`src/rtl/parking_pkg.sv`:
```
// Shared FSM state type, slot-count defaults and the lowest-free-slot priority
// encoder used by the parking slot allocator.
package parking_pkg;

  localparam int N_SLOTS_DEFAULT = 8;
  localparam int SLOT_W          = $clog2(N_SLOTS_DEFAULT);

  typedef enum logic [1:0] {
    IDLE       = 2'd0,
    ENTRY_OPEN = 2'd1,
    EXIT_OPEN  = 2'd2
  } state_e;

  // Index of the lowest-numbered free (0) slot; 0 when every slot is taken,
  // which the caller never uses because a full lot rejects the entry.
  function automatic logic [SLOT_W-1:0] lowest_free(
    input logic [N_SLOTS_DEFAULT-1:0] slots
  );
    logic [SLOT_W-1:0] idx;
    idx = '0;
    for (int i = N_SLOTS_DEFAULT - 1; i >= 0; i--) begin
      if (!slots[i]) idx = SLOT_W'(i);
    end
    return idx;
  endfunction

endpackage

```
`src/rtl/parking_slot_allocator_btn_sync_edge.sv`:
```
// Two-flop synchronizer for a raw push-button followed by a registered
// rising-edge detector; a held button yields a single one-cycle pulse.
module btn_sync_edge (
  input  logic clk,
  input  logic rst_n,
  input  logic i_btn,
  output logic o_pulse
);

  logic r_meta;
  logic r_sync;
  logic r_sync_d;
  logic r_pulse;

  always_ff @(posedge clk or negedge rst_n) begin
    if (!rst_n) begin
      r_meta   <= 1'b0;
      r_sync   <= 1'b0;
      r_sync_d <= 1'b0;
      r_pulse  <= 1'b0;
    end else begin
      r_meta   <= i_btn;
      r_sync   <= r_meta;
      r_sync_d <= r_sync;
      r_pulse  <= r_sync & ~r_sync_d;
    end
  end

  assign o_pulse = r_pulse;

endmodule

```
`src/rtl/parking_slot_allocator.sv`:
```
// Parking lot slot allocator: turns entry/exit button presses into slot
// allocations/releases, drives timed gate pulses and flags rejected requests.
module parking_slot_allocator
  import parking_pkg::*;
#(
  parameter int N_SLOTS          = N_SLOTS_DEFAULT,
  parameter int GATE_OPEN_CYCLES = 100000000
) (
  input  logic                       clk,
  input  logic                       rst_n,
  input  logic                       entry_btn,
  input  logic                       exit_btn,
  input  logic [$clog2(N_SLOTS)-1:0] exit_slot,
  output logic [N_SLOTS-1:0]         slots,
  output logic                       full,
  output logic                       gate_in_open,
  output logic                       gate_out_open,
  output logic [$clog2(N_SLOTS)-1:0] last_slot,
  output logic                       reject,
  output state_e                     dbg_state
);

  localparam int IDX_W   = $clog2(N_SLOTS);
  localparam int TIMER_W = $clog2(GATE_OPEN_CYCLES + 1);
  localparam logic [TIMER_W-1:0] TIMER_LOAD = TIMER_W'(GATE_OPEN_CYCLES - 1);

  // Request pulses: each is a single-cycle strobe with no ready/back-pressure;
  // a strobe that cannot be served at once is parked in a one-deep pending flag.
  logic w_entry_edge;
  logic w_exit_edge;

  btn_sync_edge u_entry_sync (
    .clk     (clk),
    .rst_n   (rst_n),
    .i_btn   (entry_btn),
    .o_pulse (w_entry_edge)
  );

  btn_sync_edge u_exit_sync (
    .clk     (clk),
    .rst_n   (rst_n),
    .i_btn   (exit_btn),
    .o_pulse (w_exit_edge)
  );

  state_e               r_state;
  logic [N_SLOTS-1:0]   r_slots;
  logic                 r_full;
  logic                 r_gate_in;
  logic                 r_gate_out;
  logic [IDX_W-1:0]     r_last;
  logic                 r_reject;
  logic                 r_pend_entry;
  logic                 r_pend_exit;
  logic [TIMER_W-1:0]   r_timer;

  state_e               w_state;
  logic [N_SLOTS-1:0]   w_slots;
  logic                 w_gate_in;
  logic                 w_gate_out;
  logic [IDX_W-1:0]     w_last;
  logic                 w_reject;
  logic                 w_pend_entry;
  logic                 w_pend_exit;
  logic [TIMER_W-1:0]   w_timer;

  logic [IDX_W-1:0]     w_free_idx;
  logic                 w_exit_ok;

  assign w_free_idx = lowest_free(r_slots);
  // Out-of-range indices behave like a free slot and are rejected.
  assign w_exit_ok  = (int'(exit_slot) < N_SLOTS) && r_slots[exit_slot];

  always_comb begin
    w_state      = r_state;
    w_slots      = r_slots;
    w_gate_in    = r_gate_in;
    w_gate_out   = r_gate_out;
    w_last       = r_last;
    w_reject     = 1'b0;
    w_timer      = r_timer;
    w_pend_entry = r_pend_entry | w_entry_edge;
    w_pend_exit  = r_pend_exit  | w_exit_edge;

    case (r_state)
      IDLE: begin
        // Exit wins a tie; an entry seen in the same cycle stays pending.
        if (w_pend_exit) begin
          w_pend_exit = 1'b0;
          if (w_exit_ok) begin
            w_slots[exit_slot] = 1'b0;
            w_last             = exit_slot;
            w_gate_out         = 1'b1;
            w_timer            = TIMER_LOAD;
            w_state            = EXIT_OPEN;
          end else begin
            w_reject = 1'b1;
          end
        end else if (w_pend_entry) begin
          w_pend_entry = 1'b0;
          if (!r_full) begin
            w_slots[w_free_idx] = 1'b1;
            w_last              = w_free_idx;
            w_gate_in           = 1'b1;
            w_timer             = TIMER_LOAD;
            w_state             = ENTRY_OPEN;
          end else begin
            w_reject = 1'b1;
          end
        end
      end

      ENTRY_OPEN: begin
        if (r_timer == '0) begin
          w_gate_in = 1'b0;
          w_state   = IDLE;
        end else begin
          w_timer = r_timer - 1'b1;
        end
      end

      EXIT_OPEN: begin
        if (r_timer == '0) begin
          w_gate_out = 1'b0;
          w_state    = IDLE;
        end else begin
          w_timer = r_timer - 1'b1;
        end
      end

      default: begin
        w_gate_in  = 1'b0;
        w_gate_out = 1'b0;
        w_state    = IDLE;
      end
    endcase
  end

  always_ff @(posedge clk or negedge rst_n) begin
    if (!rst_n) begin
      r_state      <= IDLE;
      r_slots      <= '0;
      r_full       <= 1'b0;
      r_gate_in    <= 1'b0;
      r_gate_out   <= 1'b0;
      r_last       <= '0;
      r_reject     <= 1'b0;
      r_pend_entry <= 1'b0;
      r_pend_exit  <= 1'b0;
      r_timer      <= '0;
    end else begin
      r_state      <= w_state;
      r_slots      <= w_slots;
      r_full       <= &w_slots;
      r_gate_in    <= w_gate_in;
      r_gate_out   <= w_gate_out;
      r_last       <= w_last;
      r_reject     <= w_reject;
      r_pend_entry <= w_pend_entry;
      r_pend_exit  <= w_pend_exit;
      r_timer      <= w_timer;
    end
  end

  assign slots         = r_slots;
  assign full          = r_full;
  assign gate_in_open  = r_gate_in;
  assign gate_out_open = r_gate_out;
  assign last_slot     = r_last;
  assign reject        = r_reject;
  assign dbg_state     = r_state;

endmodule
```
`config.mk`:
```
export PLATFORM = sky130hd
export DESIGN_NAME = parking_slot_allocator
export DESIGN_NICKNAME = d
export VERILOG_FILES = /design/src/rtl/parking_pkg.sv /design/src/rtl/parking_slot_allocator_btn_sync_edge.sv /design/src/rtl/parking_slot_allocator.sv
export SDC_FILE = /design/constraint.sdc
export NUM_CORES = 1
export LEC_CHECK = 0
export ABC_AREA = 0
export CAP_MARGIN = 10
export CORE_MARGIN = 3
export CORE_UTILIZATION = 53
export CTS_CLUSTER_SIZE = 8
export DETAILED_ROUTE_END_ITERATION = 12
export HOLD_SLACK_MARGIN = 0.06
export MAX_ROUTING_LAYER = met4
export PLACE_DENSITY = 0.81
export SLEW_MARGIN = 40
export SYNTH_ARGS = -nofsm -noshare
export SYNTH_HDL_FRONTEND = slang
export SYNTH_SLANG_ARGS = --single-unit
```
`constraint.sdc`:
```
create_clock -name clk -period 2.84 [get_ports clk]
set_input_delay 0.71 -clock clk [delete_from_list [all_inputs] [get_ports clk]]
set_output_delay 0.71 -clock clk [all_outputs]
set_load 0.01 [all_outputs]
```
---- Yosys cells after proc, flatten, opt, wreduce, memory -nomap -nowiden ----
Index checks and enable logic that the tools add are counted.
cells by class
  add/sub/neg operators ................... 1
  $mul .................................... 0
  divide/modulo/power cells ............... 0
  $lt $le $gt $ge ......................... 4
  eq/ne operators ......................... 16
  shift-type cells ........................ 0
  muxes and demuxes ....................... 51
  bitwise operators ....................... 11
  reductions and logical operators ........ 13
operators by type and width
  operator               count
  $mux 27                5
  $pmux 27 s2            1
  $mux 8                 5
  $mux 3                 12
  $logic_not 27->1       1
  $sub 27x1->27 const B  1
  $ne 2x2->1 const B     9
  $mux 1                 17
  $reduce_and 4->1       3
  $mux 2                 5
  $reduce_and 5->1       2
  $ne 3x3->1 const B     3
  $and 8x8->8            1
  $lt 3x4->1 const B     2
  $not 8->8              1
  $or 8x8->8             1
  $reduce_and 8->1       1
  $demux 1 s3            2
  $ge 3x1->1 const B     2
  $pmux 1 s3             2
  $ne 2x1->1 const B     2
  $not 1->1              4
  $pmux 2 s2             1
  $reduce_bool 2->1      2
  other kinds (8)        11
word-level totals
  register bits ........................... 54
  bits in latches ......................... 0
  memory bits (writable) .................. 0
  ROM bits ................................ 0
  input bits .............................. 7
  memories ................................ 0

---- Longest topological paths before layout ----
Gate-level depths: netlist (run 1).
  depth after elaboration ................. 18
  mapped depth ............................ 10

---- Cells and area by module ----
Synthesis (run 1) repeated with hierarchy kept, for this count alone.
second synthesis, totals
  cells, all modules ...................... 328
  area total of the unflattened synthesis .. 3171.8 um2
modules (own cells, without submodules)
  module                  instances  cells an instance  area an instance (um2)
  parking_slot_allocator  1          318                2944.1
  btn_sync_edge           2          5                  113.9

---- Worst setup path after synthesis (run 1) ----
Ideal clock, no wire load.
  path kind ............................... input -> register
  from .................................... in exit_slot[2]
  to ...................................... reg r_timer[0]
  library setup time ...................... 0.125 ns
  arrival ................................. 2.753 ns
  required time ........................... 2.715 ns
  slack ................................... -0.038 ns
  cell stages on the path ................. 7
  buffers on the path ..................... 2
  path through ............................ clkbuf_1 mux2_2 a22o_1 nor3_1 clkbuf_1 nor3_1 mux2_2
on the way
  cells in the longest elaborated chain, start to end .. 4
ends and longest elaborated chain
  element                            RTL line                       text
  start, declared                    parking_slot_allocator.sv:13   input logic [$clog2(N_SLOTS)-1:0] exit_slot,
  $bmux 1 s3                         parking_slot_allocator.sv:72   assign w_exit_ok = (int'(exit_slot) < N_SLOTS) && r_slots[exit_slot];
  $mux 1 (not written as such)       parking_slot_allocator.sv:72
  $ne 3x3->1 (no source line)        --
  $reduce_and 5->1 (no source line)  --
  end signal, assigned               parking_slot_allocator.sv:161  r_timer <= w_timer;
  end, declared                      parking_slot_allocator.sv:55   logic [TIMER_W-1:0] r_timer;
No other way between the ends. The select of a mux whose other input is x is not followed.
A chain may end at the register's enable or synchronous reset.

---- Worst setup path after layout (run 1) ----
  from .................................... reg r_timer[1]
  to ...................................... reg r_timer[6]
on the way
  cells in the longest elaborated chain, start to end .. 3
ends and longest elaborated chain
  element
  $sub 27x1->27 or $logic_not 27->1 (tied branches)
  $mux 27 or $ne 2x2->1 (tied branches)
  $pmux 27 s2 or $reduce_and 5->1 (tied branches)
Parallel ways exist; a longest one is shown, timed or not. The select of a mux whose other input is x is not followed.

==> qor.txt, run 1 <==
Status - completed
WL final - 8083 microns
Critical path arrival - 2.96 ns
Mapped Area - 0.003144 sq mm
Power per cell area - 342.1 mW/mm^2
Routed vias/inst - 6.510
CP max FO - 4
Synthesized area per cell - 9.414 sq um
Root buf cell - clkbuf_8
CTS tree - done
Worst hold path startpoint - u_entry_sync.r_meta
Unrepaired setup endpoints after global routing - false
Detailed-placement wirelength estimate - 5605 microns
Syn_nets - 345
Die Y - 83.03 microns
Area grow syn2layout - 20.65%
First-pass GRT wire length - 13650 microns
H-tree levels - 2
Class of the worst hold path - reg -> reg
Initial antenna violation count - 0
CTS Buf Count - 5
CP startpoint kind - register
Largest net degree at the start of global routing - 55
Fmax - 363.6 MHz
Period utilization - 0.9685
Minimum clock period - 2.750 ns
Row count - 27
Initial DRC count - 240
Reg-to-reg startpoint - r_timer[1]
Remaining antenna violation count - 0
Placed Area - 0.003665 sq mm
Worst relative slew slack - 0.5466
Worst slew pin tran - 0.6801 ns
Share of layout cells above drive strength 1 - 0.1896
Final hold vios - 0
Asr flop ratio synth - 1.000
CP Capture Type - register
IO Pins - 24
Chip width - 83.03 microns
Synth cell types - 60
Initial core utilization - 0.5607
Residual DRC - 0
Total core area - 0.005608 sq mm
Register area share after synthesis - 0.4298
Setup TNS Final - 0 ns
Clk sink count - 54
Final instance area - 0.003794 sq mm
CTS Buffer Depth - 2
Final setup violation count - 0
Post-Synthesis Cells - 334
IR drop worst, VDD - 0.0002543 V
EDFF count, synth - 0
Yosys reg bits - 54
Worst Path Required - 3.05 ns
Crit path from - r_timer[1]
DR WL/cell - 17.69 microns
Leakage - 1.578 nW
Yosys warns - 0
Final antenna diode count - 0
Gr usage total - 0.2413
Multi-input logic area - 0.001698 sq mm
Synth Flop Type - dfrtp_1
Pins over their slew limit - 0
Number of fillers in the final layout - 444
Total of max-cap violations - 0
Vias - 2975
Grt total ovfl - 0
Number of global-route vias before repair - 2901
Clock-pin slew on the worst setup and hold paths - 0.11 ns
PortBufs - 23
Gpl congestion - 0.8675
Hold buffers post-CTS - 0
Register area - 0.001351 sq mm
Clock Skews - 0.01483 ns
DIE AREA - 0.006893 sq mm
First drt pass iteration count - 5
Critical path class - reg -> reg
# nets final - 395
Clock latency at the later pin of the worst-skew pair - 0.33 ns
-- logic make-up (layout without fill, tap and decap cells) --
group	Yosys count	in the layout	share of synthesized area
compound gates	84	84	0.1910
fa+ha+maj	5	5	0.01910
buf+inv	29	80	0.04059
flops	54	54	0.4298
mux	18	18	0.06009
simple gates	144	144	0.2595
-- metrics by stage --
step | std cells | total power [W] | util | setup slack [ns] | hold WS (ns)
final | 457 | 0.001298 | 0.6765 | 0.08958 | 0.3672
after global placement | 448 | 0.0008523 | 0.6535 | 0.002105 | 0.3342
after global routing | 457 | 0.001341 | 0.6765 | 0.04520 | 0.3865
after detailed placement | 448 | 0.0008538 | 0.6535 | -0.03183 | 0.3417
after floorplan | 334 | 0.0008130 | - | 0.04900 | 0.3312
after CTS | 456 | 0.001297 | 0.6702 | 0.005742 | 0.3687
-- registers in the layout, summed over array words and instances, names as in the netlist, 2 cells and up --
signal,cells
dbg_state,2
last_slot,3
r_timer,27
slots,8
-- synthesized netlist by cell type (2+ instances only) --
| master | number | area share |
|---|---|---|
| nand3_1 | 14 | 0.022 |
| nor4_1 | 16 | 0.032 |
| o31a_1 | 3 | 0.0084 |
| a31oi_1 | 9 | 0.018 |
| nand2b_1 | 6 | 0.012 |
| o31ai_1 | 11 | 0.026 |
| and4_1 | 2 | 0.0056 |
| clkbuf_1 | 14 | 0.017 |
| a21boi_0 | 2 | 0.0048 |
| or2_2 | 5 | 0.0099 |
| o41ai_1 | 5 | 0.014 |
| mux2_2 | 7 | 0.025 |
| or3_1 | 13 | 0.026 |
| nor2_1 | 22 | 0.026 |
| a21oi_1 | 10 | 0.016 |
| dfrtp_1 | 54 | 0.43 |
| nor2b_1 | 5 | 0.0099 |
| o21ai_0 | 13 | 0.021 |
| ha_1 | 4 | 0.016 |
| o21a_1 | 2 | 0.0048 |
| buf_6 | 2 | 0.0072 |
| a2bb2oi_1 | 2 | 0.0056 |
| or4_1 | 7 | 0.017 |
| a21o_1 | 2 | 0.0048 |
| o211ai_1 | 3 | 0.0072 |
| nor3_1 | 11 | 0.018 |
| a41oi_1 | 2 | 0.0056 |
| mux2i_1 | 11 | 0.035 |
| nand2_1 | 20 | 0.024 |
| nand4_1 | 6 | 0.012 |
| or4_4 | 2 | 0.0072 |
| and3_1 | 6 | 0.012 |
| inv_1 | 12 | 0.014 |
| o22a_1 | 4 | 0.011 |
| nor3b_1 | 2 | 0.0048 |
-- cells in the final DEF, fill, tap and decap left out, drive strengths merged, types with 7 or more instances in the layout --
cell,synthesis,final
nor2,22,22
buf,3,38
mux2i,11,11
inv,12,13
or4,9,9
a31oi,9,9
clkdlybuf4s50,0,22
o31ai,12,12
dfrtp,54,54
nand3,14,14
a21oi,10,10
mux2,7,7
nor3,12,12
or3,14,14
nand2,20,20
nor4,17,17
o21ai,14,14
-- final timing paths --
kind                            slack (ns)  cells past startpoint                  end
min in group asynchronous             0.49                      2  u_entry_sync.r_sync
worst min-delay path                  0.37                      0  u_entry_sync.r_sync
max in group asynchronous             1.88                      2         last_slot[2]
worst max-delay path                  0.09                      8           r_timer[6]
worst max register to register        0.09                      8           r_timer[6]
worst min register to register        0.37                      0  u_entry_sync.r_sync
-- where the power goes --
group | internal (W) | leakage (nW) | total (W) | switching [W]
combinational | 0.0000257 | 0.898 | 0.0000625 | 0.0000369
sequential | 0.000774 | 0.635 | 0.000777 | 0.00000295
clock | 0.000179 | 0.0447 | 0.000458 | 0.000280
total | 0.000978 | 1.58 | 0.00130 | 0.000319
-- critical path, cell delays in order (launching register included) --
cell,delay [ns]
dfrtp_1,0.43
inv_2,0.09
ha_2,0.18
or4b_4,0.47
or4_4,0.54
buf_4,0.18
or3_1,0.40
and4_1,0.23
mux2i_1,0.11
-- final cells by class --
type                    count  share of cell area
clock inverters             3            0.006596
flip-flops and latches     54              0.3562
well taps                  72             0.02375
inverters                  12             0.01187
clock buffers               5             0.01814
multi-input cells         251              0.4476
repair buffers             60              0.1359
-- layer usage --
| layer | share of wire | GRT usage |
|---|---|---|
| met1 | 0.43 | 0.3208 |
| met2 | 0.49 | 0.3914 |
| met3 | 0.065 | 0.03869 |
| met4 | 0.012 | 0.05349 |
| met5 | 0 | - |
-- what timing repair did --
item / 4_1_cts / 5_1_grt
buffers inserted: 0 / 1
setup endpoints to repair: 0 / 15
gates resized for setup: 0 / 7
endpoints found under the hold margin: 0 / 0
Power figures use the tool's default switching activity.
==> run 2, diff against run 1 <==
- RECOVER_POWER: not set -> 50
==> run 2 against run 1 <==
  * Setup slack got worse by 0.0041 ns
  * Design area hardly changed
  * Clock power about the same
==> qor.txt, run 2 (same netlist as run 1, synthesis figures left out) <==
Initial core utilization - 0.5607 (unchanged)
Register share of total power - 0.598 (about the same)
Critical path class - reg -> reg
Detailed-placement wirelength estimate - 5605 microns (unchanged)
Die Y - 83.03 microns (unchanged)
CP max FO - 4 (unchanged)
Largest net degree at the start of global routing - 55 (unchanged)
Post-route insts no fill - 457 (unchanged)
Clock share of power - 0.355 (+0.002)
DR WL/cell - 17.64 microns (-0.27%)
Hold_ws - 0.3683 ns (+0.001134 ns)
Clock Skews - 0.01400 ns (-0.0008326 ns)
IO Pins - 24 (unchanged)
Comb pwr share - 0.047 (about the same)
Number of fillers in the final layout - 445 (+0.23%)
Most common cell after layout, fill and taps aside - dfrtp_1
Power per cell area - 342.5 mW/mm^2 (+0.12%)
DIE AREA - 0.006893 sq mm (unchanged)
# nets final - 395 (unchanged)
Total of max-cap violations - 0 (unchanged)
Critical path arrival - 2.96 ns (about the same)
Row count - 27 (unchanged)
Pins over their slew limit - 0 (unchanged)
H-tree levels - 2 (unchanged)
Cell-internal power - 0.0009775 W (about the same)
Share of layout cells above drive strength 1 - 0.1896 (unchanged)
Chip width - 83.03 microns (unchanged)
Setup TNS Final - 0 ns (unchanged)
Worst relative slew slack - 0.1247 (-0.4219)
First-pass GRT wire length - 13650 microns (unchanged)
Gpl congestion - 0.8675 (unchanged)
Routed vias/inst - 6.516 (+0.10%)
CTS tree - done
WL final - 8061 microns (-0.27%)
Leakage - 1.578 nW (about the same)
PortBufs - 23 (unchanged)
Class of the worst hold path - reg -> reg
Unrepaired setup endpoints after global routing - false
Final antenna diode count - 0 (unchanged)
Period utilization - 0.9699 (+0.001442)
Root buf cell - clkbuf_8
Worst slew pin tran - 1.313 ns (+0.6328 ns)
CP startpoint kind - register
Remaining antenna violation count - 0 (unchanged)
Gr usage total - 0.2413 (unchanged)
Final setup violation count - 0 (unchanged)
CTS Buffer Depth - 2 (unchanged)
Clock-pin slew on the worst setup and hold paths - 0.11 ns (about the same)
Largest register FFs - 27 (unchanged)
Largest reg by FF count - r_timer
Fmax - 363.0 MHz (-0.15%)
IR drop worst, VDD - 0.0002557 V (+0.56%)
Residual DRC - 0 (unchanged)
Area grow syn2layout - 20.57% (about the same)
NetSw - 0.0003210 W (+0.52%)
First drt pass iteration count - 5 (unchanged)
CTS Buf Count - 5 (unchanged)
Worst Path Required - 3.05 ns (about the same)
Grt total ovfl - 0 (unchanged)
CP Capture Type - register
Final hold vios - 0 (unchanged)
Minimum clock period - 2.755 ns (+0.004096 ns)
Total power - 0.001299 W (about the same)
Number of global-route vias before repair - 2901 (unchanged)
Initial antenna violation count - 0 (unchanged)
Switching Fraction - 0.2472 (+0.001140)
Vias - 2978 (+0.10%)
Total core area - 0.005608 sq mm (unchanged)
Clk sink count - 54 (unchanged)
Clock latency at the later pin of the worst-skew pair - 0.33 ns (about the same)
Dpl cells - 448 (unchanged)
Status - completed
Most frequent cells in the layout - 54 x dfrtp_1, 35 x buf_4, 22 x nor2_1, 20 x nand2_1, 20 x clkdlybuf4s50_1
Initial DRC count - 239 (-0.42%)
## run 2: cell count changes in the layout (fill, tap and decap cells not counted), sizes merged
cell | previous run | this run
buf | 38 | 37
clkbuf | 5 | 6
dlygate4sd3 | 0 | 2
clkdlybuf4s50 | 22 | 20
## run 2: power by group through the flow
stage / logic [W] / clock network (W) / registers (W)
2_1_floorplan: 0.0000217 / 0 / 0.000791
3_3_place_gp: 0.0000604 / 0 / 0.000792
3_5_place_dp: 0.0000614 / 0 / 0.000792
4_1_cts: 0.0000623 / 0.000458 / 0.000777
5_1_grt: 0.0000682 / 0.000493 / 0.000778
6_report: 0.0000608 / 0.000461 / 0.000777
## run 2: cell type report
cell class                 count  area (sq um)  area share
sequential                    54          1351      0.3564
clock buffer                   5         68.82     0.01815
multi-input combinational    251          1698      0.4479
timing repair buffer          60         513.0      0.1353
clock inverter                 3         25.02    0.006601
tap                           72         90.09     0.02376
inverter                      12         45.04     0.01188
## run 2: final timing paths
kind / start / end / slack [ns] / depth (start not counted)
setup reg to reg: r_timer[1] / r_timer[6] / 0.09 / 8
hold reg to reg: u_entry_sync.r_meta / u_entry_sync.r_sync / 0.37 / 0
max in group asynchronous: rst_n / last_slot[2] / 1.31 / 2
setup / recovery: r_timer[1] / r_timer[6] / 0.09 / 8
min in group asynchronous: rst_n / u_entry_sync.r_sync / 0.74 / 2
hold / removal: u_entry_sync.r_meta / u_entry_sync.r_sync / 0.37 / 0
## run 2: what timing repair did
item | CTS | global route
hold buffers | 0 | 0
gates resized for setup | 0 | 7
setup endpoints to repair | 0 | 15
setup buffers | 0 | 1
## run 2: worst max-delay path: stages, from the launching register on
cell,delay [ns]
dfrtp_1,0.44
inv_2,0.09
ha_2,0.18
or4b_4,0.47
or4_4,0.54
buf_4,0.18
or3_1,0.40
and4_1,0.23
mux2i_1,0.11
## run 2: layer usage
layer  vias to the layer above  part of all wire  global-route usage
met3                        15             0.056             0.03869
met5                         -                 0                   -
li1                       1382                 -                   -
met2                       115              0.49              0.3914
met4                         0             0.013             0.05349
met1                      1466              0.44              0.3208
## run 2: per-stage QoR
stage	cell area [sq um]	setup WS (ns)	utilization
after floorplan	3149	0.04900	-
after global placement	3665	0.002105	0.6535
after detailed placement	3665	-0.03183	0.6535
after CTS	3759	0.005742	0.6702
after global routing	3791	0.04520	0.6760
final	3791	0.08549	0.6760
